## src/rtl/fixed_point_muldiv_seq_if.sv

```systemverilog
// Start/done handshake bundle for the sequential fixed-point multiply/divide unit.
// The requester drives operands through the master modport; the unit answers through slave.
interface fixed_point_muldiv_seq_if #(
  parameter int W = 28
);
  logic         start;
  logic         op;
  logic [W-1:0] a;
  logic [W-1:0] b;
  logic         busy;
  logic         done;
  logic [W-1:0] result;
  logic         overflow;
  logic         div_by_zero;

  modport master (
    output start, op, a, b,
    input  busy, done, result, overflow, div_by_zero
  );

  modport slave (
    input  start, op, a, b,
    output busy, done, result, overflow, div_by_zero
  );
endinterface

```

## src/rtl/fixed_point_muldiv_seq.sv

```systemverilog
// Sequential signed Q(INT_W).(FRAC_W) multiply (shift-add) / divide (restoring) with saturation.
// Define FIXED_POINT_ROUND_EN for round-half-away-from-zero instead of truncation.
module fixed_point_muldiv_seq #(
  parameter int INT_W  = 12,
  parameter int FRAC_W = 16
) (
  input logic                    clk,
  input logic                    reset,
  fixed_point_muldiv_seq_if.slave bus
);
  localparam int W = INT_W + FRAC_W;
`ifdef FIXED_POINT_ROUND_EN
  localparam int RND = 1;
`else
  localparam int RND = 0;
`endif
  localparam int DN = W + FRAC_W + RND;  // dividend/quotient width, one guard bit when rounding
  localparam int MW = 2 * W;
  localparam int CW = $clog2(DN + 1);
  localparam logic [MW-1:0] RND_ADD   = MW'(RND) << (FRAC_W - 1);
  localparam logic [W-1:0]  NEG_LIM_W = {1'b1, {(W-1){1'b0}}};
  localparam logic [W-1:0]  POS_LIM_W = ~NEG_LIM_W;

  typedef enum logic [1:0] {IDLE, MUL, DIV, FIX} state_t;
  state_t state, state_nxt;

  logic [CW-1:0] cnt;
  logic          sign, dz;
  logic [W-1:0]  ma, mb;
  logic [MW-1:0] prod;
  logic [W-1:0]  rem;
  logic [DN-1:0] dvd;
  logic [MW-1:0] mag;
  logic [W-1:0]  result_q;
  logic          overflow_q, dz_q, done_q;

  logic          accept;
  logic          div_zero_req;
  logic [W-1:0]  abs_a, abs_b;
  logic [W:0]    mul_sum;
  logic [W:0]    rem_sh;
  logic          q_bit;
  logic [W-1:0]  lim_w, mag_low, fix_res;
  logic          sat;

  assign accept       = (state == IDLE) && bus.start;
  assign div_zero_req = bus.op && (bus.b == '0);
  assign abs_a        = bus.a[W-1] ? -bus.a : bus.a;
  assign abs_b        = bus.b[W-1] ? -bus.b : bus.b;

  // Shift-add: multiplier sits in the low half of prod and is consumed LSB first.
  assign mul_sum = {1'b0, prod[MW-1:W]} + (prod[0] ? {1'b0, ma} : '0);

  assign rem_sh = {rem, dvd[DN-1]};
  assign q_bit  = (rem_sh >= {1'b0, mb});

  // Negative results may reach 2^(W-1); positive ones stop one short.
  assign lim_w   = sign ? NEG_LIM_W : POS_LIM_W;
  assign sat     = (mag > MW'(lim_w));
  assign mag_low = sat ? lim_w : mag[W-1:0];
  assign fix_res = sign ? -mag_low : mag_low;

  always_ff @(posedge clk or posedge reset) begin
    if (reset) state <= IDLE;
    else       state <= state_nxt;
  end

  always_comb begin
    // NOTE: default assigned first so every path drives state_nxt and no latch is inferred.
    state_nxt = state;
    unique case (state)
      IDLE: if (bus.start) state_nxt = bus.op ? DIV : MUL;
      MUL:  if (cnt == CW'(W))  state_nxt = FIX;
      DIV:  if (cnt == CW'(DN)) state_nxt = FIX;
      FIX:  state_nxt = IDLE;
      default: state_nxt = IDLE;
    endcase
  end

  always_ff @(posedge clk or posedge reset) begin
    if (reset) begin
      // NOTE: non-blocking assignments so every register here sees pre-edge values.
      cnt        <= '0;
      sign       <= 1'b0;
      dz         <= 1'b0;
      ma         <= '0;
      mb         <= '0;
      prod       <= '0;
      rem        <= '0;
      dvd        <= '0;
      mag        <= '0;
      result_q   <= '0;
      overflow_q <= 1'b0;
      dz_q       <= 1'b0;
      done_q     <= 1'b0;
    end else begin
      done_q <= (state == FIX);
      unique case (state)
        IDLE: if (accept) begin
          sign <= bus.a[W-1] ^ bus.b[W-1];
          dz   <= div_zero_req;
          ma   <= abs_a;
          mb   <= abs_b;
          prod <= {{W{1'b0}}, abs_b};
          rem  <= '0;
          dvd  <= DN'(abs_a) << (FRAC_W + RND);
          // A zero divisor skips the quotient loop and only runs the final step.
          cnt  <= div_zero_req ? CW'(DN) : '0;
        end
        MUL: begin
          cnt <= cnt + 1'b1;
          if (cnt != CW'(W)) prod <= {mul_sum, prod[W-1:1]};
          else               mag  <= (prod + RND_ADD) >> FRAC_W;
        end
        DIV: begin
          cnt <= cnt + 1'b1;
          if (cnt != CW'(DN)) begin
            rem <= q_bit ? W'(rem_sh - {1'b0, mb}) : rem_sh[W-1:0];
            dvd <= {dvd[DN-2:0], q_bit};
          end else if (RND != 0) begin
            mag <= MW'(dvd >> 1) + MW'(dvd[0]);
          end else begin
            mag <= MW'(dvd);
          end
        end
        FIX: begin
          result_q   <= dz ? lim_w : fix_res;
          overflow_q <= sat && !dz;
          dz_q       <= dz;
        end
        default: ;
      endcase
    end
  end

  assign bus.busy        = (state != IDLE);
  assign bus.done        = done_q;
  assign bus.result      = result_q;
  assign bus.overflow    = overflow_q;
  assign bus.div_by_zero = dz_q;
endmodule

```

## src/flat_wrapper.sv

```systemverilog
// flat-port wrapper written by rule: the top's interface ports become plain ports
module fixed_point_muldiv_seq_flat 
#(
  parameter int INT_W  = 12,
  parameter int FRAC_W = 16
)
  (clk, reset, bus_start, bus_op, bus_a, bus_b, bus_busy, bus_done, bus_result, bus_overflow, bus_div_by_zero);
  fixed_point_muldiv_seq_if #(.W((INT_W + FRAC_W))) bus_i ();
  input logic clk;
  input logic reset;
  input wire logic [$bits(bus_i.start)-1:0] bus_start;
  input wire logic [$bits(bus_i.op)-1:0] bus_op;
  input wire logic [$bits(bus_i.a)-1:0] bus_a;
  input wire logic [$bits(bus_i.b)-1:0] bus_b;
  output wire logic [$bits(bus_i.busy)-1:0] bus_busy;
  output wire logic [$bits(bus_i.done)-1:0] bus_done;
  output wire logic [$bits(bus_i.result)-1:0] bus_result;
  output wire logic [$bits(bus_i.overflow)-1:0] bus_overflow;
  output wire logic [$bits(bus_i.div_by_zero)-1:0] bus_div_by_zero;
  assign bus_i.start = bus_start;
  assign bus_i.op = bus_op;
  assign bus_i.a = bus_a;
  assign bus_i.b = bus_b;
  assign bus_busy = bus_i.busy;
  assign bus_done = bus_i.done;
  assign bus_result = bus_i.result;
  assign bus_overflow = bus_i.overflow;
  assign bus_div_by_zero = bus_i.div_by_zero;
  fixed_point_muldiv_seq #(.INT_W(INT_W), .FRAC_W(FRAC_W)) u_core (.clk(clk), .reset(reset), .bus(bus_i));
endmodule
```

## config.mk

```make
export PLATFORM = sky130hd
export DESIGN_NAME = fixed_point_muldiv_seq_flat
export DESIGN_NICKNAME = d
export VERILOG_FILES = /design/src/rtl/fixed_point_muldiv_seq_if.sv /design/src/rtl/fixed_point_muldiv_seq.sv /design/src/flat_wrapper.sv
export SDC_FILE = /design/constraint.sdc
export NUM_CORES = 1
export LEC_CHECK = 0
export CAP_MARGIN = 20
export CORE_AREA = 2 2 212 214
export DETAILED_ROUTE_END_ITERATION = 7
export DIE_AREA = 0 0 214 216
export GPL_TIMING_DRIVEN = 0
export MAX_ROUTING_LAYER = met4
export PLACE_DENSITY = 0.56
export SLEW_MARGIN = 10
export SYNTH_ARGS = -nofsm -noshare
export SYNTH_HDL_FRONTEND = slang
export SYNTH_SLANG_ARGS = --single-unit
export TNS_END_PERCENT = 10
```

## constraint.sdc

```tcl
create_clock -name clk -period 14.49 [get_ports clk]
set_clock_uncertainty 0.15 [all_clocks]
set_input_delay 2.1735 -clock clk [delete_from_list [all_inputs] [get_ports clk]]
set_output_delay 2.1735 -clock clk [all_outputs]
set_load 0.01 [all_outputs]
```

# Word level (Yosys, flattened, before mapping)
# Cells that the tools add are included.
[word_totals]
word_cells = 84
inputBits = 60
regBits = 281
output_inout_bits = 32
[op_classes]
reduce_logical = 18
magnitude_cmp = 2
add_sub_neg = 6
n_mux = 28
bitwise_logic = 1
n_eq_ne = 15
[op_table]
columns = ["cell", "count"]
rows = [
  ["two-way mux 28 bit", 10],
  ["two-way mux 56 bit", 4],
  ["case mux 56 bit (2 select lines)", 2],
  ["two-way mux 44 bit", 2],
  ["case mux 44 bit (2 select lines)", 1],
  ["negator 28 bit", 3],
  ["greater-than comparator 56 x 28 -> 1 bit", 1],
  ["case mux 28 bit (2 select lines)", 1],
  ["adder 28 x 29 -> 29 bit", 1],
  [">= comparator 29 x 28 -> 1 bit", 1],
  ["logical NOT 28 bit", 1],
  ["subtractor 28 bit", 1],
  ["two-way mux 6 bit", 2],
  ["case mux 6 bit (2 select lines)", 1],
  ["AND reduction 3 bit", 4],
  ["inequality test 2 x 1 -> 1 bit (second input constant)", 5],
  ["nonzero test 2 bit", 5],
  ["two-way mux 2 bit", 4],
  ["case mux 2 bit (4 select lines)", 1],
  ["adder 6 x 1 -> 6 bit (second input constant)", 1],
  ["== test 6 x 5 -> 1 bit (second input constant)", 1],
  ["== test 6 bit (second input constant)", 1],
  ["inequality test 2 bit (second input constant)", 3],
  ["inequality test 6 x 5 -> 1 bit (second input constant)", 1],
  ["9 further kinds", 13],
]

# Logic depth before layout (Yosys ltp)
[logic_depth]
word_depth = 6
ltp_mapped = 21
ltp_nobuf = 18

# Least setup slack after synthesis
# Ideal clock, no wire load.
[synth_timing]
path_type = "register to register"
start = "register u_core.sign"
end = "register u_core.result_q[14] (netlist: u_core.bus.result[14])"
slack_ns = 9.007
n_path_buf = 3
arrival_time_ns = 5.260
required_ns = 14.268
period_less_slack_ns = 5.483
setup_time_ns = 0.072
path_stages_with_launch = 20
cell_sequence = "dfrtp_1 -> clkbuf_1 -> clkinv_1 -> clkbuf_1 -> ha_1 -> inv_1 -> o211a_1 -> o2111ai_1 -> o31a_1 -> clkbuf_1 -> nand2_1 -> a21boi_0 -> ha_1 -> or3b_2 -> nor4bb_1 -> nand4b_1 -> or4_1 -> nand3_1 -> mux2_2 -> nor2_1"
[synth_via]
elab_chain_cells = 6
[synth_rtl]
columns = ["item", "line", "rtl"]
rows = [
  ["start, declared", "fixed_point_muldiv_seq.sv:28", "logic sign, dz;"],
  ["start signal, assigned", "fixed_point_muldiv_seq.sv:100", "sign <= bus.a[W-1] ^ bus.b[W-1];"],
  ["two-way mux 28 bit", "fixed_point_muldiv_seq.sv:58", "assign lim_w = sign ? NEG_LIM_W : POS_LIM_W;"],
  ["greater-than comparator 56 x 28 -> 1 bit", "fixed_point_muldiv_seq.sv:59", "assign sat = (mag > MW'(lim_w));"],
  ["two-way mux 28 bit", "fixed_point_muldiv_seq.sv:60", "assign mag_low = sat ? lim_w : mag[W-1:0];"],
  ["negator 28 bit", "fixed_point_muldiv_seq.sv:61", "assign fix_res = sign ? -mag_low : mag_low;"],
  ["two-way mux 28 bit", "fixed_point_muldiv_seq.sv:61", ""],
  ["two-way mux 28 bit (*)", "fixed_point_muldiv_seq.sv:127", "result_q <= dz ? lim_w : fix_res;"],
  ["end signal, assigned", "fixed_point_muldiv_seq.sv:127", ""],
  ["end, declared", "fixed_point_muldiv_seq.sv:34", "logic [W-1:0] result_q;"],
]
# Every way passes the cells marked *; elsewhere a longest branch is shown, timed or not.
# A chain may end at the register's enable or synchronous reset.

# Worst setup path after layout
# Ends and elaborated chain as after synthesis.

==> results.md <==
- Top_reg_cell synth: dfrtp_1
- Post-CTS setup buffers: 0
- Worst vdd ir: 96.6 µV
- Fmax: 0.141 GHz
- Part of the power in combinational logic: 54.1%
- # DRC: 0
- Antenna viol nets, final: 0
- NumNets Final: 2192
- Internal power: 2.56 mW
- RSZ-0062 raised after global routing: false
- IO Pins: 92
- N_diodes: 0
- Gr usage total: 22.8%
- FF-to-FF Start: u_core.sign
- Cts bufs inserted: 34
- First-pass GRT wire length: 81.4 mm
- Crit path kind: flop to flop
- CTS Sinks: 269
- Routed len/inst: 19.4 µm
- P_sw: 2.18 mW
- Crit-path max FO: 27
- Initial drt markers: 1008
- Hold Slack: 319 ps
- Core Util, Final: 45.0%
- Row Count: 77
- Grt ovf: 0
- Input/output buffers: 89
- Min-Delay Path Class: flop to flop
- Crit end category: flop
- Vias per cell: 5.62
- CTS tree: yes
- Core footprint: 0.0438 mm²
- Synth Net Count: 2063
- Least-Margin Pin Slew: 926 ps
- Vias in the first global route: 14411
- Syn Inst Count: 1907
- Hold Violations, Final: 0
- CTS H-Tree Depth: 2
- Switching part of the total: 46.0%
- Root Buffer: clkbuf_16
- Setup_tns: 0 ps
- Synthesized area per cell: 8.88 µm²
- Pin count of the biggest net entering global routing: 116
- Die Y: 216 µm
- Mapped Area: 0.0169 mm²
- Setup violators final: 0
- Flop pwr share: 28.3%
- Hpwl dp: 38.6 mm
- Top-area cell type share of the netlist area: 39.7%
- Detailed-route via count: 14879
- CP Data Arrival Time: 7430 ps
- Post-route clock period utilization: 49.0%
- Die width: 214 µm
- Rel. slew slack: 36.7%
- Clock network fraction of total power: 17.6%
- Fin crit period: 7100 ps
- Hold_sp: u_core.mag[29]
- Startpoint types: flop
- Register bit count reported by yosys: 269
- Sequential share of the synthesized area: 39.7%
- Asr flop ratio synth: 100%
- Synth area leader: dfrtp_1
- Max-Cap Viols: 0
- Maximum clock insertion buffer count: 3
- Clk_lat worst skew: 550 ps
- RePlAce Congestion: 0.898
- Synth unique cells: 73
- Critical Path RT: 14810 ps
- EDFF count, synth: 0
- Hold-fix buffers, CTS: 0
- Area Growth Syn to Fin: 16.4%
- Synth warn: 0
- CP Launch Point: u_core.sign
- Final Slew Violations: 0
- Pleak: 8.73 nW
- DR pass1 iterations: 5
- CTS resizes: 0
- Initial antenna violation count: 0
- Worst-path clk slew: 60 ps
- Die footprint: 0.0462 mm²
- Pwr per Cell Area: 241 mW/mm²
- Top post-synthesis cells by area: dfrtp_1, ha_1, nand2_1
- Initial Util: 38.6%
- Routed WL: 51.3 mm
- Fraction of layout cells with a size suffix above 1: 5.50%
- Fill cell count: 4334
- Status: completed
worst max-delay path: stages (launching register included):
cell,delay [ps]
dfrtp_1,940
clkbuf_1,280
clkinv_1,330
clkbuf_1,400
ha_1,400
inv_1,70
o211a_1,160
o2111ai_1,230
o31a_1,470
clkbuf_1,260
nand2_1,210
a21boi_0,340
ha_1,390
or3b_2,500
nor4bb_1,660
nand4b_1,220
or4_1,430
nand3_1,110
mux2_2,350
nor2_1,100
cell usage after synthesis (all sizes together), types with 30 or more instances:
library cell	instances
a21oi	108
nor2	111
o21ai	210
mux2	31
xor2	36
o31ai	32
dfrtp	269
ha	94
and2	30
nand2	284
inv	62
a21o	52
mux2i	53
nor3	39
clkbuf	89
xnor2	63
routing by layer:
metal	vias to the layer above	share of wire (%)	track usage (%)
met1	7277	46	30.3
met4	0	2.6	6.53
met2	371	46	36.1
met5	-	0	-
li1	7150	-	-
met3	81	5.2	3.47
layout make-up:
type	instances	area (µm²)	share of cell area [%]
timing repair buffer	93	956	4.85
inverter	64	248	1.26
clock inverter	14	151	0.768
sequential	269	6730	34.1
multi-input combinational	1475	9600	48.7
buffer	99	377	1.91
clock buffer	41	918	4.66
tap	592	741	3.76
through the flow:
step | instances | cell area (µm²) | total power, mW | worst slack, ps
2_1_floorplan | 1907 | 16900 | 3.06 | 4760
3_3_place_gp | 2588 | 18600 | 3.84 | 937
3_5_place_dp | 2591 | 18600 | 3.90 | 7480
4_1_cts | 2646 | 19700 | 4.75 | 7450
5_1_grt | 2647 | 19700 | 5.13 | 6790
6_report | 2647 | 19700 | 4.74 | 7390
cell families after synthesis:
family,synth area share (%)
AO/OA/AOI/OAI,22.8
AND/OR/NAND/NOR,16.4
multiplexers,5.19
XOR/XNOR,5.12
buffers and inverters,3.64
adder cells (fa/ha/maj),7.18
flip-flops,39.7
cells in the final DEF, fill, tap and decap left out, types with 16 or more instances in the layout:
| cell type | count |
|---|---|
| inv_1 | 61 |
| dfrtp_1 | 269 |
| xor2_1 | 36 |
| clkbuf_16 | 35 |
| nor3_1 | 38 |
| nand2_1 | 284 |
| and2_1 | 29 |
| and3_1 | 17 |
| mux2_2 | 31 |
| nand3_1 | 20 |
| o31ai_1 | 31 |
| clkdlybuf4s50_1 | 89 |
| nor2_1 | 111 |
| ha_1 | 94 |
| clkbuf_1 | 93 |
| a221o_1 | 18 |
| a21o_1 | 52 |
| o21ai_0 | 209 |
| o211ai_1 | 27 |
| mux2i_1 | 53 |
| a21boi_0 | 19 |
| xnor2_1 | 63 |
| a211oi_1 | 16 |
| nand4_1 | 18 |
| a21oi_1 | 108 |
flip-flops by register name (all words and copies together), names as in the netlist, 2 cells and up:
signal and count:
u_core.state 2, u_core.bus.result 28, u_core.dvd 44, u_core.mb 28
u_core.cnt 6, u_core.prod 56, u_core.mag 44, u_core.ma 28
u_core.rem 28
power by group through the flow:
stage / clock network [mW] / logic [mW] / registers [mW]
4_1_cts: 0.856 / 2.56 / 1.34
5_1_grt: 0.889 / 2.86 / 1.38
2_1_floorplan: 0 / 1.80 / 1.26
6_report: 0.836 / 2.57 / 1.34
3_5_place_dp: 0 / 2.55 / 1.35
3_3_place_gp: 0 / 2.50 / 1.34
worst paths after layout:
path | end | slack (ps) | cells past startpoint
min reg2reg | u_core.mag[29] | 320 | 2
max in group asynchronous | u_core.prod[7] | 10900 | 4
min | u_core.mag[29] | 320 | 2
min in group asynchronous | u_core.bus.result[7] | 1920 | 2
max reg2reg | u_core.bus.result[14] | 7390 | 19
max | u_core.bus.result[14] | 7390 | 19
Note: power is estimated with default switching activity, not from simulation.
